$ cat src/rtl/sram_port_ctrl.sv
// sram_port_ctrl
//
// Drives one port of a two-port synchronous SRAM macro from a valid/ready
// request stream and returns read data, in request order, through a small
// response queue with backpressure. After every reset the whole array is
// scrubbed to zero before any request is accepted.
//
// Ports
//   clock       block clock, also forwarded to the macro as sram_ce
//   reset_n     asynchronous active-low reset
//   req_*       request stream (write/read, word address, write data)
//   resp_*      read response stream (valid/ready, data)
//   init_done   high once the scrub has finished, until the next reset
//   sram_*      macro pins: ce (clock), csb/web/oeb (active low), a, i, o
//
// Parameters
//   ADDR_W      address width, array depth is 2**ADDR_W
//   DATA_W      data width
//   RESP_DEPTH  response queue entries (>= 1)

module sram_port_ctrl #(
  parameter int ADDR_W     = 6,
  parameter int DATA_W     = 16,
  parameter int RESP_DEPTH = 2
) (
  input  logic              clock,
  input  logic              reset_n,
  // request stream
  input  logic              req_valid,
  output logic              req_ready,
  input  logic              req_write,
  input  logic [ADDR_W-1:0] req_addr,
  input  logic [DATA_W-1:0] req_wdata,
  // response stream
  output logic              resp_valid,
  input  logic              resp_ready,
  output logic [DATA_W-1:0] resp_rdata,
  // status
  output logic              init_done,
  // macro pins
  output logic              sram_ce,
  output logic              sram_csb,
  output logic              sram_web,
  output logic              sram_oeb,
  output logic [ADDR_W-1:0] sram_a,
  output logic [DATA_W-1:0] sram_i,
  input  logic [DATA_W-1:0] sram_o
);

  localparam int PTR_W = (RESP_DEPTH > 1) ? $clog2(RESP_DEPTH) : 1;
  localparam int CNT_W = $clog2(RESP_DEPTH + 1);
  localparam logic [ADDR_W-1:0] LAST_ADDR = '1;

  typedef enum logic {
    INIT = 1'b0,
    RUN  = 1'b1
  } state_t;

  // ---------------------------------------------------------------------
  // State
  // ---------------------------------------------------------------------
  state_t            state_q, state_d;
  logic              init_done_q, init_done_d;
  logic [ADDR_W-1:0] scrub_cnt_q, scrub_cnt_d;
  logic              inflight_q, inflight_d;
  logic [CNT_W-1:0]  count_q, count_d;
  logic [PTR_W-1:0]  wr_ptr_q, wr_ptr_d;
  logic [PTR_W-1:0]  rd_ptr_q, rd_ptr_d;

  logic [DATA_W-1:0] resp_mem [RESP_DEPTH];

  // ---------------------------------------------------------------------
  // Handshake decode
  // ---------------------------------------------------------------------
  logic             push;
  logic             pop;
  logic [CNT_W:0]   occ_sum;
  logic             read_room;
  logic             ready_int;
  logic             wr_accept;
  logic             rd_accept;

  function automatic logic [PTR_W-1:0] ptr_inc(input logic [PTR_W-1:0] p);
    if (p == PTR_W'(RESP_DEPTH - 1)) begin
      return '0;
    end
    return p + PTR_W'(1);
  endfunction

  always_comb begin
    // The in-flight read always lands in the queue on the next edge.
    push = inflight_q;
    pop  = (count_q != '0) && resp_ready;

    // Slots already claimed once this edge completes. A pop on this edge
    // frees a slot, which is what lets reads stream at one per cycle with
    // only two queue entries. Without a pop this reduces to plain
    // occupancy + in-flight.
    occ_sum   = {1'b0, count_q} + (CNT_W + 1)'(inflight_q) - (CNT_W + 1)'(pop);
    read_room = occ_sum < (CNT_W + 1)'(RESP_DEPTH);

    ready_int = (state_q == RUN) && (req_write || read_room);
    wr_accept = req_valid && ready_int && req_write;
    rd_accept = req_valid && ready_int && !req_write;
  end

  // ---------------------------------------------------------------------
  // Next-state logic
  // ---------------------------------------------------------------------
  always_comb begin
    state_d     = state_q;
    init_done_d = init_done_q;
    scrub_cnt_d = scrub_cnt_q;
    inflight_d  = inflight_q;
    count_d     = count_q;
    wr_ptr_d    = wr_ptr_q;
    rd_ptr_d    = rd_ptr_q;

    unique case (state_q)
      INIT: begin
        scrub_cnt_d = scrub_cnt_q + ADDR_W'(1);
        if (scrub_cnt_q == LAST_ADDR) begin
          state_d     = RUN;
          init_done_d = 1'b1;
        end
      end
      RUN: begin
        // Set by an accepted read; a back-to-back read keeps it set while
        // the previous one is pushed.
        inflight_d = rd_accept;
      end
      default: begin
        state_d = INIT;
      end
    endcase

    if (push) begin
      wr_ptr_d = ptr_inc(wr_ptr_q);
    end
    if (pop) begin
      rd_ptr_d = ptr_inc(rd_ptr_q);
    end
    count_d = count_q + CNT_W'(push) - CNT_W'(pop);
  end

  always_ff @(posedge clock or negedge reset_n) begin
    if (!reset_n) begin
      state_q     <= INIT;
      init_done_q <= 1'b0;
      scrub_cnt_q <= '0;
      inflight_q  <= 1'b0;
      count_q     <= '0;
      wr_ptr_q    <= '0;
      rd_ptr_q    <= '0;
    end else begin
      state_q     <= state_d;
      init_done_q <= init_done_d;
      scrub_cnt_q <= scrub_cnt_d;
      inflight_q  <= inflight_d;
      count_q     <= count_d;
      wr_ptr_q    <= wr_ptr_d;
      rd_ptr_q    <= rd_ptr_d;
    end
  end

  // Queue storage carries no reset: entries are only visible once counted.
  always_ff @(posedge clock) begin
    if (push) begin
      resp_mem[wr_ptr_q] <= sram_o;
    end
  end

  // ---------------------------------------------------------------------
  // Macro pin drive
  // ---------------------------------------------------------------------
  logic              pin_csb;
  logic              pin_web;
  logic              pin_oeb;
  logic [ADDR_W-1:0] pin_a;
  logic [DATA_W-1:0] pin_i;

  always_comb begin
    pin_csb = 1'b1;
    pin_web = 1'b1;
    pin_oeb = 1'b1;
    pin_a   = req_addr;
    pin_i   = req_wdata;
    if (state_q == INIT) begin
      pin_csb = 1'b0;
      pin_web = 1'b0;
      pin_a   = scrub_cnt_q;
      pin_i   = '0;
    end else if (wr_accept) begin
      pin_csb = 1'b0;
      pin_web = 1'b0;
    end else if (rd_accept) begin
      pin_csb = 1'b0;
      pin_oeb = 1'b0;
    end
  end

  // While reset is held the macro must be deselected even though the FSM
  // already sits in INIT (which would otherwise select it for scrubbing).
  assign sram_ce  = clock;
  assign sram_csb = reset_n ? pin_csb : 1'b1;
  assign sram_web = reset_n ? pin_web : 1'b1;
  assign sram_oeb = reset_n ? pin_oeb : 1'b1;
  assign sram_a   = pin_a;
  assign sram_i   = pin_i;

  // ---------------------------------------------------------------------
  // Outputs
  // ---------------------------------------------------------------------
  assign req_ready  = ready_int;
  assign resp_valid = (count_q != '0);
  assign resp_rdata = resp_valid ? resp_mem[rd_ptr_q] : '0;
  assign init_done  = init_done_q;

endmodule

$ cat config.mk
export PLATFORM = sky130hd
export DESIGN_NAME = sram_port_ctrl
export DESIGN_NICKNAME = d
export VERILOG_FILES = /design/src/rtl/sram_port_ctrl.sv
export SDC_FILE = /design/constraint.sdc
export NUM_CORES = 1
export LEC_CHECK = 0
export CAP_MARGIN = 5
export CORE_UTILIZATION = 40
export DETAILED_ROUTE_END_ITERATION = 16
export DONT_BUFFER_PORTS = 1
export PLACE_DENSITY = 0.61
export SLEW_MARGIN = 5
export SYNTH_ARGS = -nofsm -noshare
export SYNTH_HDL_FRONTEND = slang
export SYNTH_SLANG_ARGS = --single-unit
$ cat constraint.sdc
create_clock -name clock -period 4.5 [get_ports clock]
set_clock_uncertainty 0.2 [all_clocks]
set_input_delay 0 -clock clock [delete_from_list [all_inputs] [get_ports clock]]
set_output_delay 0 -clock clock [all_outputs]
set_load 0.02 [all_outputs]
== Word-level counts from Yosys, hierarchy flattened ==
Memories as Yosys holds them, arrays and structs flattened.
Index checks and enable logic that the tools add are counted.
Storage, ports and cells
  register bits: 13
  bits in writable memories: 32
  memories kept: 1
Memories
  resp_mem: words 2, bits a word 16, rd ports 1, clocked after Yosys merged registers in 0, write ports 1, line 70  | logic [DATA_W-1:0] resp_mem [RESP_DEPTH];
Cells by class
  mux-type cells: 25
  equality and inequality tests: 1
  bitwise gates (word level): 1
  reduce and logical (&&, ||, !) cells: 9
  add/subtract/negate cells: 7
  order comparisons: 1
Operator list (count)
  $mux W16: 2
  $mux W1: 22
  $add A6 B1 Y6 const B: 1
  $eq A6 B6 Y1 const B: 1
  $mux W6: 1
  $logic_and A1 B1 Y1: 5
  $add A2 B1 Y3: 1
  $lt A3 B2 Y1 const B: 1
  $sub A3 B1 Y3: 1
  $add A1 B1 Y1 const B: 2
  $add A2 B1 Y2: 1
  $reduce_and A2 Y1: 1
  $reduce_bool A2 Y1: 1
  $sub A2 B1 Y2: 1
  $logic_not A1 Y1: 1
  $logic_or A1 B1 Y1: 1
  $not A1 Y1: 1

== Longest topological paths before layout ==
  word-level depth: 12
  gate-level depth with buffers: 10
  depth with buffers taken out: 10

==> metrics.md <==
| Metric | Value |
|---|---|
| Met3 GRT Util | `0.0370` |
| CTS Buf Count | `5` |
| Share of cells above drive strength 1 | `0.113` |
| TritonCTS clock tree | `built` |
| Hold WC Path Type | `clock port to output pin` |
| Commonest non-fill, non-tap cell in the layout | `edfxtp_1` |
| Fin nets | `approximately 220` |
| Most frequent cells in the layout | `edfxtp_1 (32), dlygate4sd3_1 (27), nor2_1 (18)` |
| Worst-Skew Late Latency | `a little under 300 ps` |
| Area Growth Syn to Fin | `21.6%` |
| Htree depth | `2` |
| Rows | `25` |
| M1 GR Usage | `0.155` |
| Synth Area in XOR/XNOR | `0.0343` |
| Post-cts resize count | `0` |
| Starting Density | `0.424` |
| DRT Wirelength | `approximately 3700 µm` |
| Tcrit/Tclk final | `0.796` |
| Via count | `1204` |
| Pwr per Cell Area | `roughly 500 nW/µm²` |
| Worst endpoint data arrival time | `3610 ps` |
| Vias per cell | `a little under 5` |
| Final critical-path required period | `3580 ps` |
| Initial DRC count | `61` |
| Area of the core | `4820 µm²` |
| M2 GR Usage | `0.246` |
| CP cell instances | `nor2_2 > nor2b_1 > ha_1 > inv_1 > ha_1 > inv_1 > fa_1 > xor2_1 > nor2_1 > a32o_1 > dlygate4sd3_1` |
| Root buffer cell | `clkbuf_8` |
| Max Clock Freq | `roughly 280 MHz` |
| Total track usage | `0.139` |
| Final HPWL DP | `between 2000 and 3000 µm` |
| Routability congestion estimate from global placement | `0.734` |
| First-pass GRT wire length | `5460 µm` |
| CP max stage cell | `nor2_2` |
| Max-cap violations | `0` |
| Post-CTS Setup Repair Bufs | `0` |
| Final ANT Viol Nets | `0` |
| Top Usage Layer GRT | `met2` |
| CP endpoint kind | `register` |
| Tightest Pin Transition | `906 ps` |
| VDD IR max | `around 0.00024 V` |
| R2r setup slk | `920 ps` |
| RSZ-0062 raised after global routing | `no` |
| Simple-gate portion of the synthesized area | `0.135` |
| Hold Fails Final Rpt | `1` |
| Sequential-to-total area share from yosys stat | `0.630` |
| Area leader, netlist | `edfxtp_1` |
| Sink Count | `45` |
| Chip Height | `73.5 µm` |
| Largest net degree at the start of global routing | `31` |
| Drt wl/cell | `15.3 µm` |
| Synth top area cells | `edfxtp_1 (47%), dfrtp_1 (16%), mux2i_1 (7.8%), and2_1 (5.2%), mux2_2 (3.9%)` |
| Setup violators final | `0` |
| Worst Setup Start Kind | `register` |
| Mapped Cells | `148` |
| Worst Path Required | `4530 ps` |
| 1st-pass router iterations | `4` |
| Leakage power total | `approximately 0.001 µW` |
| Yosys top cell area share | `0.470` |
| Register bit total from synthesis | `45` |
| Status | `finished, violations left` |
| Antenna violations before repair | `0` |
| Synth Area in Adders | `0.0282` |
| Io pins | `88` |
| Syn_area_per_cell | `13.8 µm²` |
| Post-place setup slack | `approximately 1400 ps` |
| Slew headroom | `0.396` |
| DIE WIDTH | `73.5 µm` |
| Unique masters post-synth | `27` |
| Gr ovfl total | `0` |
| IO buf count | `0` |
| Hold bufs inserted after CTS | `27` |
| # DRC | `0` |
| CP Max Fanout | `18` |
| Antenna Cells | `0` |
| Largest family of logic cells by synthesized area | `simple AND/OR/NAND/NOR gates` |
| Max-slew violations | `0` |
| Die ar. | `5400 µm²` |
| # fillers | `~450` |
| Clock Tree Buf Depth | `2` |
| Hold WS | `-200 ps` |
| Clk slew on worst S/H paths | `~80 ps` |
| Post-synthesis mux area share | `0.117` |
| Worst Setup Path Type | `register to register` |
| Mapped Area | `2040 µm²` |
| Compound-gate portion of the synthesized area | `0.0184` |
| Failing checks | `hold timing` |
| Final Worst Setup Slack | `slightly above 900 ps` |
| Post-Route Setup TNS | `0 ps` |
| Syn_nets | `195` |
| Yosys Warn Count | `0` |
| Vias in the first global route | `1194` |
| Critical path's largest stage delay | `610 ps` |
[layout make-up]
| class | count | area (µm²) | share of cell area |
|---|---|---|---|
| well taps | 67 | 83.8 | 0.0338 |
| flip-flops and latches | 45 | 1290 | 0.518 |
| inverters | 6 | 22.5 | 0.00907 |
| clock buffers | 5 | 68.8 | 0.0277 |
| multi-input cells | 90 | 679 | 0.274 |
| clock inverters | 3 | 65.1 | 0.0262 |
| repair buffers | 28 | 278 | 0.112 |
[registers in the layout, summed over array words and instances, names as in the netlist]
name,cells
scrub_cnt_q,6
count_q,2
rd_ptr_q,1
init_done,1
state_q,1
resp_mem,32
inflight_q,1
wr_ptr_q,1
[critical path, delay by kind of cell, from the launching register on]
family,cells,cell delay (ps)
AND/OR/NAND/NOR,3,1040
adder cells (fa/ha/maj),3,830
buffers and inverters,3,660
flip-flops,1,430
AO/OA/AOI/OAI,1,210
XOR/XNOR,1,160
[where the power goes]
part	internal, µW	leakage, µW	switching [µW]	total (µW)
Clock	220	0.0000681	128	348
Combinational	110	0.000503	241	351
Sequential	500	0.000451	58.8	558
Total	830	0.00102	427	1260
[routing by layer]
| metal | routed length [µm] | up-vias |
|---|---|---|
| li1 | - | 563 |
| met1 | 1500 | 597 |
| met2 | 1990 | 36 |
| met3 | 165 | 8 |
| met4 | 66 | 0 |
| met5 | 0 | - |
[cell usage after synthesis]
cell type,instances
and2_1,17
xnor2_1,4
mux2i_1,16
a32o_1,1
clkbuf_2,1
nor2_2,2
buf_6,2
fa_1,1
edfxtp_1,32
nand3_1,1
or2_0,1
nor2_1,18
buf_2,1
nand4_1,2
xor2_1,4
inv_1,6
nand4b_4,1
nand2_1,6
nand2b_1,1
o21a_1,1
nor2b_1,2
o221ai_1,1
buf_4,3
ha_1,3
mux2_2,7
dfrtp_1,13
o21bai_2,1
[per-stage QoR]
stage / total power, µW / util / cell area, µm² / cells / hold slack, ps
after global placement: 885 / 0.432 / 2080 / 209 / -495
final: 1260 / 0.516 / 2480 / 244 / -200
after detailed placement: 900 / 0.432 / 2080 / 209 / -495
after global routing: 1320 / 0.516 / 2480 / 244 / -200
after CTS: 1270 / 0.516 / 2480 / 244 / -200
after floorplan: 883 / - / 2040 / 148 / -496
[cells by family (layout without fill, tap and decap cells)]
group | count (synthesis) | count (layout)
AO/OA/AOI/OAI | 4 | 4
XOR/XNOR | 8 | 8
multiplexers | 23 | 23
AND/OR/NAND/NOR | 51 | 51
buffers and inverters | 13 | 42
flip-flops | 45 | 45
adder cells (fa/ha/maj) | 4 | 4
[path summary, 6_finish.rpt]
kind / start / to / cells after the start
worst max-delay path: count_q[1] / inflight_q / 11
worst min-delay path: clock / sram_ce / 0
worst max register to register: count_q[1] / inflight_q / 11
worst min register to register: wr_ptr_q / wr_ptr_q / 1
max in group asynchronous: reset_n / rd_ptr_q / 1
min in group asynchronous: reset_n / wr_ptr_q / 1
Note: power is estimated with default switching activity, not from simulation.
